--- config.mk ---
export PLATFORM = sky130hd
export DESIGN_NAME = wb_crc_flat
export DESIGN_NICKNAME = d
export VERILOG_FILES = /design/src/rtl/wb_crc_pkg.sv /design/src/rtl/wb_if.sv /design/src/rtl/wb_crc_engine.sv /design/src/rtl/wb_crc.sv /design/src/flat_wrapper.sv
export SDC_FILE = /design/constraint.sdc
export NUM_CORES = 1
export LEC_CHECK = 0
export BUFFER_PORTS_ARGS = -buffer_cell sky130_fd_sc_hd__buf_2
export CAP_MARGIN = 20
export CORE_MARGIN = 5
export CORE_UTILIZATION = 53
export DETAILED_ROUTE_END_ITERATION = 10
export PLACE_DENSITY = 0.89
export SYNTH_ARGS = -nofsm -noshare
export SYNTH_HDL_FRONTEND = slang
export SYNTH_SLANG_ARGS = --single-unit
--- constraint.sdc ---
create_clock -name clk -period 2.6 [get_ports clk]
set_input_delay 0.13 -clock clk [delete_from_list [all_inputs] [get_ports clk]]
set_output_delay 0.13 -clock clk [all_outputs]
set_load 0.01 [all_outputs]
--- src/rtl/wb_crc_pkg.sv ---
// Shared definitions for the wb_crc accelerator: register offsets, CTRL
// layout, engine state encoding and the bit-level CRC helper functions.
package wb_crc_pkg;

  // Word offsets (adr[3:2]).
  localparam logic [1:0] OFF_DATA  = 2'd0;
  localparam logic [1:0] OFF_CRC   = 2'd1;
  localparam logic [1:0] OFF_CTRL  = 2'd2;
  localparam logic [1:0] OFF_COUNT = 2'd3;

  // CTRL write: bit0 clears state to INIT and count to 0.
  localparam int CTRL_CLEAR_BIT = 0;

  // CTRL read layout.
  typedef struct packed {
    logic [29:0] rsvd;
    logic        busy;
    logic        zero;
  } ctrl_rd_t;

  typedef enum logic {
    ENG_IDLE = 1'b0,
    ENG_FOLD = 1'b1
  } eng_state_e;

  // Mask of the low w bits.
  function automatic logic [31:0] crc_mask(input int w);
    return (w >= 32) ? 32'hFFFF_FFFF : ((32'd1 << w) - 32'd1);
  endfunction

  function automatic logic [7:0] bitrev8(input logic [7:0] b);
    logic [7:0] r;
    r = '0;
    for (int i = 0; i < 8; i++) r[3'(i)] = b[3'(7 - i)];
    return r;
  endfunction

  // Reverse the low w bits of v; upper bits come back zero.
  function automatic logic [31:0] bitrev_n(input logic [31:0] v, input int w);
    logic [31:0] r;
    r = '0;
    for (int i = 0; i < 32; i++) begin
      if (i < w) r[5'(w - 1 - i)] = v[5'(i)];
    end
    return r;
  endfunction

  // Fold one (already reflected, if needed) byte MSB-first into a w-bit state.
  function automatic logic [31:0] crc_fold_byte(input logic [31:0] state,
                                                input logic [7:0]  b,
                                                input logic [31:0] poly,
                                                input int          w);
    logic [31:0] s;
    logic [31:0] m;
    logic        fb;
    m = crc_mask(w);
    s = state & m;
    for (int i = 0; i < 8; i++) begin
      fb = s[5'(w - 1)] ^ b[3'(7 - i)];
      s  = ((s << 1) ^ (fb ? poly : 32'd0)) & m;
    end
    return s;
  endfunction

endpackage

--- src/rtl/wb_if.sv ---
// Wishbone B4 pipelined bus, reduced to the signals the CRC slave uses.
interface wb_if;
  logic        cyc;
  logic        stb;
  logic        we;
  logic [3:2]  adr;
  logic [3:0]  sel;
  logic [31:0] dat_m;
  logic [31:0] dat_s;
  logic        ack;
  logic        stall;

  modport slave  (input cyc, stb, we, adr, sel, dat_m, output dat_s, ack, stall);
  modport master (output cyc, stb, we, adr, sel, dat_m, input dat_s, ack, stall);
endinterface

--- src/rtl/wb_crc_engine.sv ---
// CRC fold engine: holds the running state, the byte counter and a 4-lane
// byte queue. Each FOLD cycle consumes up to BPC queued lanes in ascending
// lane order; the FSM returns to IDLE when the lane mask empties.
module crc_engine
  import wb_crc_pkg::*;
#(
  parameter int          CRC_W = 32,
  parameter logic [31:0] POLY  = 32'h04C1_1DB7,
  parameter logic [31:0] INIT  = 32'hFFFF_FFFF,
  parameter bit          REFIN = 1'b1,
  parameter int          BPC   = 1
) (
  input  logic             clk_i,
  input  logic             rst_ni,
  input  logic             load_i,
  input  logic [31:0]      load_data_i,
  input  logic [3:0]       load_mask_i,
  input  logic             clear_i,
  input  logic             wr_state_i,
  input  logic [CRC_W-1:0] wr_state_val_i,
  output logic [CRC_W-1:0] state_o,
  output logic [31:0]      count_o,
  output eng_state_e       fsm_state_o
);

  localparam logic [2:0] BPC_N = 3'(BPC);

  eng_state_e       fsm_q, fsm_d;
  logic [CRC_W-1:0] state_q, state_d;
  logic [31:0]      count_q, count_d;
  logic [3:0]       mask_q, mask_d;
  logic [3:0][7:0]  bytes_q, bytes_d;
  logic [31:0]      acc;
  logic [2:0]       nfold;

  // Next-state: fold queued lanes while in FOLD, otherwise apply register writes.
  always_comb begin
    fsm_d   = fsm_q;
    state_d = state_q;
    count_d = count_q;
    mask_d  = mask_q;
    bytes_d = bytes_q;
    acc     = 32'(state_q);
    nfold   = '0;
    if (fsm_q == ENG_FOLD) begin
      for (int i = 0; i < 4; i++) begin
        if (mask_q[2'(i)] && (nfold < BPC_N)) begin
          acc = crc_fold_byte(acc, REFIN ? bitrev8(bytes_q[2'(i)]) : bytes_q[2'(i)],
                              POLY, CRC_W);
          mask_d[2'(i)] = 1'b0;
          nfold = nfold + 3'd1;
        end
      end
      state_d = acc[CRC_W-1:0];
      count_d = count_q + 32'(nfold);
      if (mask_d == 4'b0000) fsm_d = ENG_IDLE;
    end else begin
      if (clear_i) begin
        state_d = INIT[CRC_W-1:0];
        count_d = '0;
      end else if (wr_state_i) begin
        state_d = wr_state_val_i;
      end
      if (load_i) begin
        bytes_d = load_data_i;
        mask_d  = load_mask_i;
        if (|load_mask_i) fsm_d = ENG_FOLD;
      end
    end
  end

  // State registers; reset abandons any fold in progress.
  always_ff @(posedge clk_i or negedge rst_ni) begin
    if (!rst_ni) begin
      fsm_q   <= ENG_IDLE;
      state_q <= INIT[CRC_W-1:0];
      count_q <= '0;
      mask_q  <= '0;
      bytes_q <= '0;
    end else begin
      fsm_q   <= fsm_d;
      state_q <= state_d;
      count_q <= count_d;
      mask_q  <= mask_d;
      bytes_q <= bytes_d;
    end
  end

  assign state_o     = state_q;
  assign count_o     = count_q;
  assign fsm_state_o = fsm_q;

endmodule

--- src/rtl/wb_crc.sv ---
// Wishbone B4 pipelined CRC accelerator: register decode, one-cycle ack
// pipeline and readback mux around crc_engine.
//
// Handshake: an access is taken when cyc & stb & !stall. stall mirrors the
// engine's busy flag, so nothing is accepted (and nothing dropped) while a
// fold runs. ack pulses for one cycle exactly one cycle after acceptance,
// with dat_s valid in that cycle; back-to-back accepts give back-to-back acks.
module wb_crc
  import wb_crc_pkg::*;
#(
  parameter int          CRC_W  = 32,
  parameter logic [31:0] POLY   = 32'h04C1_1DB7,
  parameter logic [31:0] INIT   = 32'hFFFF_FFFF,
  parameter logic [31:0] XOROUT = 32'hFFFF_FFFF,
  parameter bit          REFIN  = 1'b1,
  parameter bit          REFOUT = 1'b1,
  parameter int          BPC    = 1
) (
  input logic clk,
  input logic rst_n,
  wb_if.slave wb
);

  eng_state_e       eng_fsm;
  logic             busy;
  logic             accept, wr_en, rd_en;
  logic [CRC_W-1:0] state;
  logic [31:0]      count;
  logic [31:0]      crc_final;
  logic [31:0]      rdata;
  ctrl_rd_t         ctrl_rd;
  logic             ack_q;
  logic [31:0]      dat_s_q;

  assign busy   = (eng_fsm == ENG_FOLD);
  assign accept = wb.cyc & wb.stb & ~busy;
  assign wr_en  = accept & wb.we;
  assign rd_en  = accept & ~wb.we;

  crc_engine #(
    .CRC_W (CRC_W),
    .POLY  (POLY),
    .INIT  (INIT),
    .REFIN (REFIN),
    .BPC   (BPC)
  ) u_eng (
    .clk_i          (clk),
    .rst_ni         (rst_n),
    .load_i         (wr_en && (wb.adr == OFF_DATA)),
    .load_data_i    (wb.dat_m),
    .load_mask_i    (wb.sel),
    .clear_i        (wr_en && (wb.adr == OFF_CTRL) && wb.dat_m[CTRL_CLEAR_BIT]),
    .wr_state_i     (wr_en && (wb.adr == OFF_CRC)),
    .wr_state_val_i (wb.dat_m[CRC_W-1:0]),
    .state_o        (state),
    .count_o        (count),
    .fsm_state_o    (eng_fsm)
  );

  // Readback value for the addressed register.
  always_comb begin
    crc_final = 32'(state);
    if (REFOUT) crc_final = bitrev_n(crc_final, CRC_W);
    crc_final = crc_final ^ (XOROUT & crc_mask(CRC_W));
    ctrl_rd      = '0;
    ctrl_rd.busy = busy;
    rdata = '0;
    case (wb.adr)
      OFF_CRC:   rdata = crc_final;
      OFF_CTRL:  rdata = ctrl_rd;
      OFF_COUNT: rdata = count;
      default:   rdata = '0;
    endcase
  end

  // Ack pipeline: capture read data on acceptance, present it with ack.
  always_ff @(posedge clk or negedge rst_n) begin
    if (!rst_n) begin
      ack_q   <= 1'b0;
      dat_s_q <= '0;
    end else begin
      ack_q   <= accept;
      dat_s_q <= rd_en ? rdata : 32'd0;
    end
  end

  assign wb.ack   = ack_q;
  assign wb.stall = busy;
  assign wb.dat_s = dat_s_q;

endmodule

--- src/flat_wrapper.sv ---
// flat-port wrapper written by rule: the top's interface ports become plain ports
module wb_crc_flat import wb_crc_pkg::*;
#(
  parameter int          CRC_W  = 32,
  parameter logic [31:0] POLY   = 32'h04C1_1DB7,
  parameter logic [31:0] INIT   = 32'hFFFF_FFFF,
  parameter logic [31:0] XOROUT = 32'hFFFF_FFFF,
  parameter bit          REFIN  = 1'b1,
  parameter bit          REFOUT = 1'b1,
  parameter int          BPC    = 1
)
  (clk, rst_n, wb_cyc, wb_stb, wb_we, wb_adr, wb_sel, wb_dat_m, wb_dat_s, wb_ack, wb_stall);
  wb_if wb_i ();
  input logic clk;
  input logic rst_n;
  input wire logic [$bits(wb_i.cyc)-1:0] wb_cyc;
  input wire logic [$bits(wb_i.stb)-1:0] wb_stb;
  input wire logic [$bits(wb_i.we)-1:0] wb_we;
  input wire logic [$bits(wb_i.adr)-1:0] wb_adr;
  input wire logic [$bits(wb_i.sel)-1:0] wb_sel;
  input wire logic [$bits(wb_i.dat_m)-1:0] wb_dat_m;
  output wire logic [$bits(wb_i.dat_s)-1:0] wb_dat_s;
  output wire logic [$bits(wb_i.ack)-1:0] wb_ack;
  output wire logic [$bits(wb_i.stall)-1:0] wb_stall;
  assign wb_i.cyc = wb_cyc;
  assign wb_i.stb = wb_stb;
  assign wb_i.we = wb_we;
  assign wb_i.adr = wb_adr;
  assign wb_i.sel = wb_sel;
  assign wb_i.dat_m = wb_dat_m;
  assign wb_dat_s = wb_i.dat_s;
  assign wb_ack = wb_i.ack;
  assign wb_stall = wb_i.stall;
  wb_crc #(.CRC_W(CRC_W), .POLY(POLY), .INIT(INIT), .XOROUT(XOROUT), .REFIN(REFIN), .REFOUT(REFOUT), .BPC(BPC)) u_core (.clk(clk), .rst_n(rst_n), .wb(wb_i));
endmodule
==> summary.md <==
| Metric | Value |
|---|---|
| CTS HTree Levels | 3 |
| First-pass GRT wire length | 11500 um |
| Sequential share of power | 0.551 |
| # setup viols final | 0 |
| Count leader, synth | dfrtp_1 |
| Skew final | 8.39 ps |
| Crit path DAT | 2570 ps |
| CP startpoint kind | register |
| Share of cells above drive strength 1 | 0.219 |
| Number of global-route vias before repair | 2444 |
| Final TNS setup | 0 ps |
| Syn Inst Count | 279 |
| Leading cell types by count after synthesis | dfrtp_1 (70), nand2_1 (33), mux2i_1 (18) |
| Number of setup buffers added after CTS | 0 |
| Die Ht | 86.3 um |
| Filler instances | 435 |
| Total power | 2.18 mW |
| Hold Violations, Final | 0 |
| Tcrit/Tclk final | 0.904 |
| Largest net degree at the start of global routing | 40 |
| Cells along the critical path | or2_2 -> ha_1 -> fa_1 -> nand3_1 -> or4_4 -> o311ai_0 -> o41ai_1 |
| Synthesized area per cell | 11.1 sq um |
| Core area | 5570 sq um |
| Post-layout util | 0.639 |
| Slowest-stage cell, CP | or4_4 |
| Sequential element share of the synthesized area | 0.567 |
| Max frequency | 425 MHz |
| Crit Path Category | register to register |
| Final-stage net count | 371 |
| Clk root buf | clkbuf_8 |
| Clock buffer depth | 2 |
| Top FF cell, synth | dfrtp_1 |
| DP HPWL | 4560 um |
| Critical Path RT | 2820 ps |
| Clock power frac | 0.356 |
| IO Count | 77 |
| Initial DRT Pass Iterations | 4 |
| Worst Path Max Fanout | 12 |
| CTS tree | built |
| Later-pin clock latency in the skew report | 350 ps |
| Yosys top cell by area | dfrtp_1 |
| Num CTS Buffers | 9 |
| Switching Share | 0.254 |
| CTS Sinks | 70 |
| Vias | 2417 |
| Clock-pin slew on the worst setup and hold paths | 70 ps |
| All-Layer GR Usage | 0.200 |
| Die W | 86.3 um |
| Internal power | 1.62 mW |
| Buffers on Ports | 45 |
| Synthesis-stage register bit count | 70 |
| Leak Pwr | 1.73 nW |
| Area contributors post-synth | dfrtp_1 (57%), mux2i_1 (5.8%), nand2_1 (4.0%), and3_1 (3.0%), a21oi_1 (2.6%) |
| WL/cell | 17.1 um |
| Seq. cell area | 1750 sq um |
| Ys async rst share | 1.00 |
| Setup crit end kind | register |
| Run status | finished, final reports clean |
| Synth top area share | 0.567 |
| Initial DRC count | 207 |
| Buf/Inv on CP | 0 |
| Routability Congestion | 0.796 |
| Max Transition Viols Final | 0 |
| Hold crit path type | input port to register |
| Antenna diodes | 0 |
| Grt total ovfl | 0 |
| DR vias/cell | 6.03 |
| Count of cell types in the netlist | 43 |
| Post-synth EDFFs | 0 |
| DR DRC count | 0 |
| Pwr dens | 611 nW/um^2 |
| Yosys warning count | 0 |
| Biggest cell delay along the critical path | 590 ps |
| Slew HR | 0.502 |
| Post-route minimum period | 2350 ps |
| Initial Util | 0.554 |
| Final wirelength | 6850 um |
| Syn Std Cell Area | 3090 sq um |
| Area growth syn-to-layout | 15.3% |
| Logic gate share of total power | 0.093 |
| Initial antenna violation count | 0 |
| Slew @ Worst Pin | 748 ps |
| RSZ-0062 raised after global routing | no |
| Die area | 7450 sq um |
| Max Cap Viol | 0 |
| Post-DRT Antenna Nets | 0 |
| Crit path max-delay family | simple AND/OR/NAND/NOR gates |
| Multi-input gate area in the final layout | 1200 sq um |
| FP Rows | 27 |
| Switching pwr | 0.553 mW |
| Max VDD drop | 282 uV |
state kept, by name, summed over array words and instances, names as in the netlist:
name                      cells
u_core.u_eng.fsm_state_o      1
u_core.u_eng.mask_q           4
u_core.u_eng.count_o         32
u_core.wb.dat_s              32
u_core.wb.ack                 1
power by group through the flow:
stage               Combinational, mW  Sequential [mW]  Clock (mW)
floorplan                       0.124             1.21           0
global placement                0.184             1.21           0
detailed placement              0.199             1.22           0
CTS                             0.205             1.20       0.784
global route                    0.232             1.20       0.833
finish                          0.202             1.20       0.774
kinds of logic (layout without fill, tap and decap cells):
family | count (synthesis) | in the layout | synth area share
buffers and inverters | 33 | 82 | 0.0446
flip-flops | 70 | 70 | 0.567
adder cells (fa/ha/maj) | 3 | 3 | 0.0146
multiplexers | 20 | 20 | 0.0656
XOR/XNOR | 7 | 7 | 0.0199
other | 1 | 2 | 0.00121
AO/OA/AOI/OAI | 46 | 46 | 0.107
AND/OR/NAND/NOR | 99 | 99 | 0.180
worst register-to-register path: stages, from the launching register on:
cell and delay [ps]:
dfrtp_1 380, or2_2 120, ha_1 170, fa_1 230, nand3_1 210, or4_4 590
o311ai_0 380, o41ai_1 130
cells in the final DEF (no fill, tap or decap), types with 4 or more instances in the layout:
master	netlist	layout
a21oi_1	16	16
dfrtp_1	70	70
o21ai_0	7	7
mux2i_1	18	18
buf_2	1	45
and4_1	5	5
xnor2_1	4	4
nand3_1	14	14
nand2_1	33	33
clkbuf_8	0	11
nor4_1	7	7
and3_1	15	15
o41ai_1	7	7
o311ai_0	4	4
nand4_1	6	6
inv_1	16	16
cell type report:
type                    instances  share of cell area
clock buffers                  14              0.0457
clock inverters                 1             0.00141
inverters                      16              0.0169
multi-input cells             177               0.338
flip-flops and latches         70               0.492
well taps                      72              0.0253
repair buffers                 51              0.0808
per-stage QoR:
stage / cell area [sq um] / cells / setup WS (ps) / hold WS, ps
6_report: 3560 / 401 / 250 / 10.7
3_3_place_gp: 3370 / 384 / 338 / 229
3_5_place_dp: 3370 / 384 / 271 / 240
5_1_grt: 3560 / 401 / 140 / 13.3
2_1_floorplan: 3090 / 280 / 552 / -166
4_1_cts: 3560 / 401 / 263 / 1.17
worst paths after layout:
kind / to / cells past startpoint / start / slack [ps]
setup / recovery: u_core.u_eng.count_o[20] / 7 / u_core.u_eng.mask_q[0] / 250
hold / removal: u_core.u_eng.count_o[8] / 2 / wb_dat_m[0] / 10
setup reg to reg: u_core.u_eng.count_o[20] / 7 / u_core.u_eng.mask_q[0] / 250
hold reg to reg: u_core.u_eng.count_o[31] / 1 / u_core.u_eng.count_o[31] / 490
max in group asynchronous: u_core.u_eng.count_o[9] / 3 / rst_n / 1560
min in group asynchronous: u_core.wb.dat_s[1] / 2 / rst_n / 390
routing by layer:
metal  up-vias  track usage  wire [um]
li1       1091            -          -
met1      1234        0.231       2570
met2        75        0.339       3680
met3        17       0.0580        406
met4         0        0.101        187
met5         -            0          0
what timing repair did:
item	CTS	global route
endpoints found under the hold margin	32	0
gates resized for setup	0	0
hold buffers	2	0
Power figures use the tool's default switching activity.
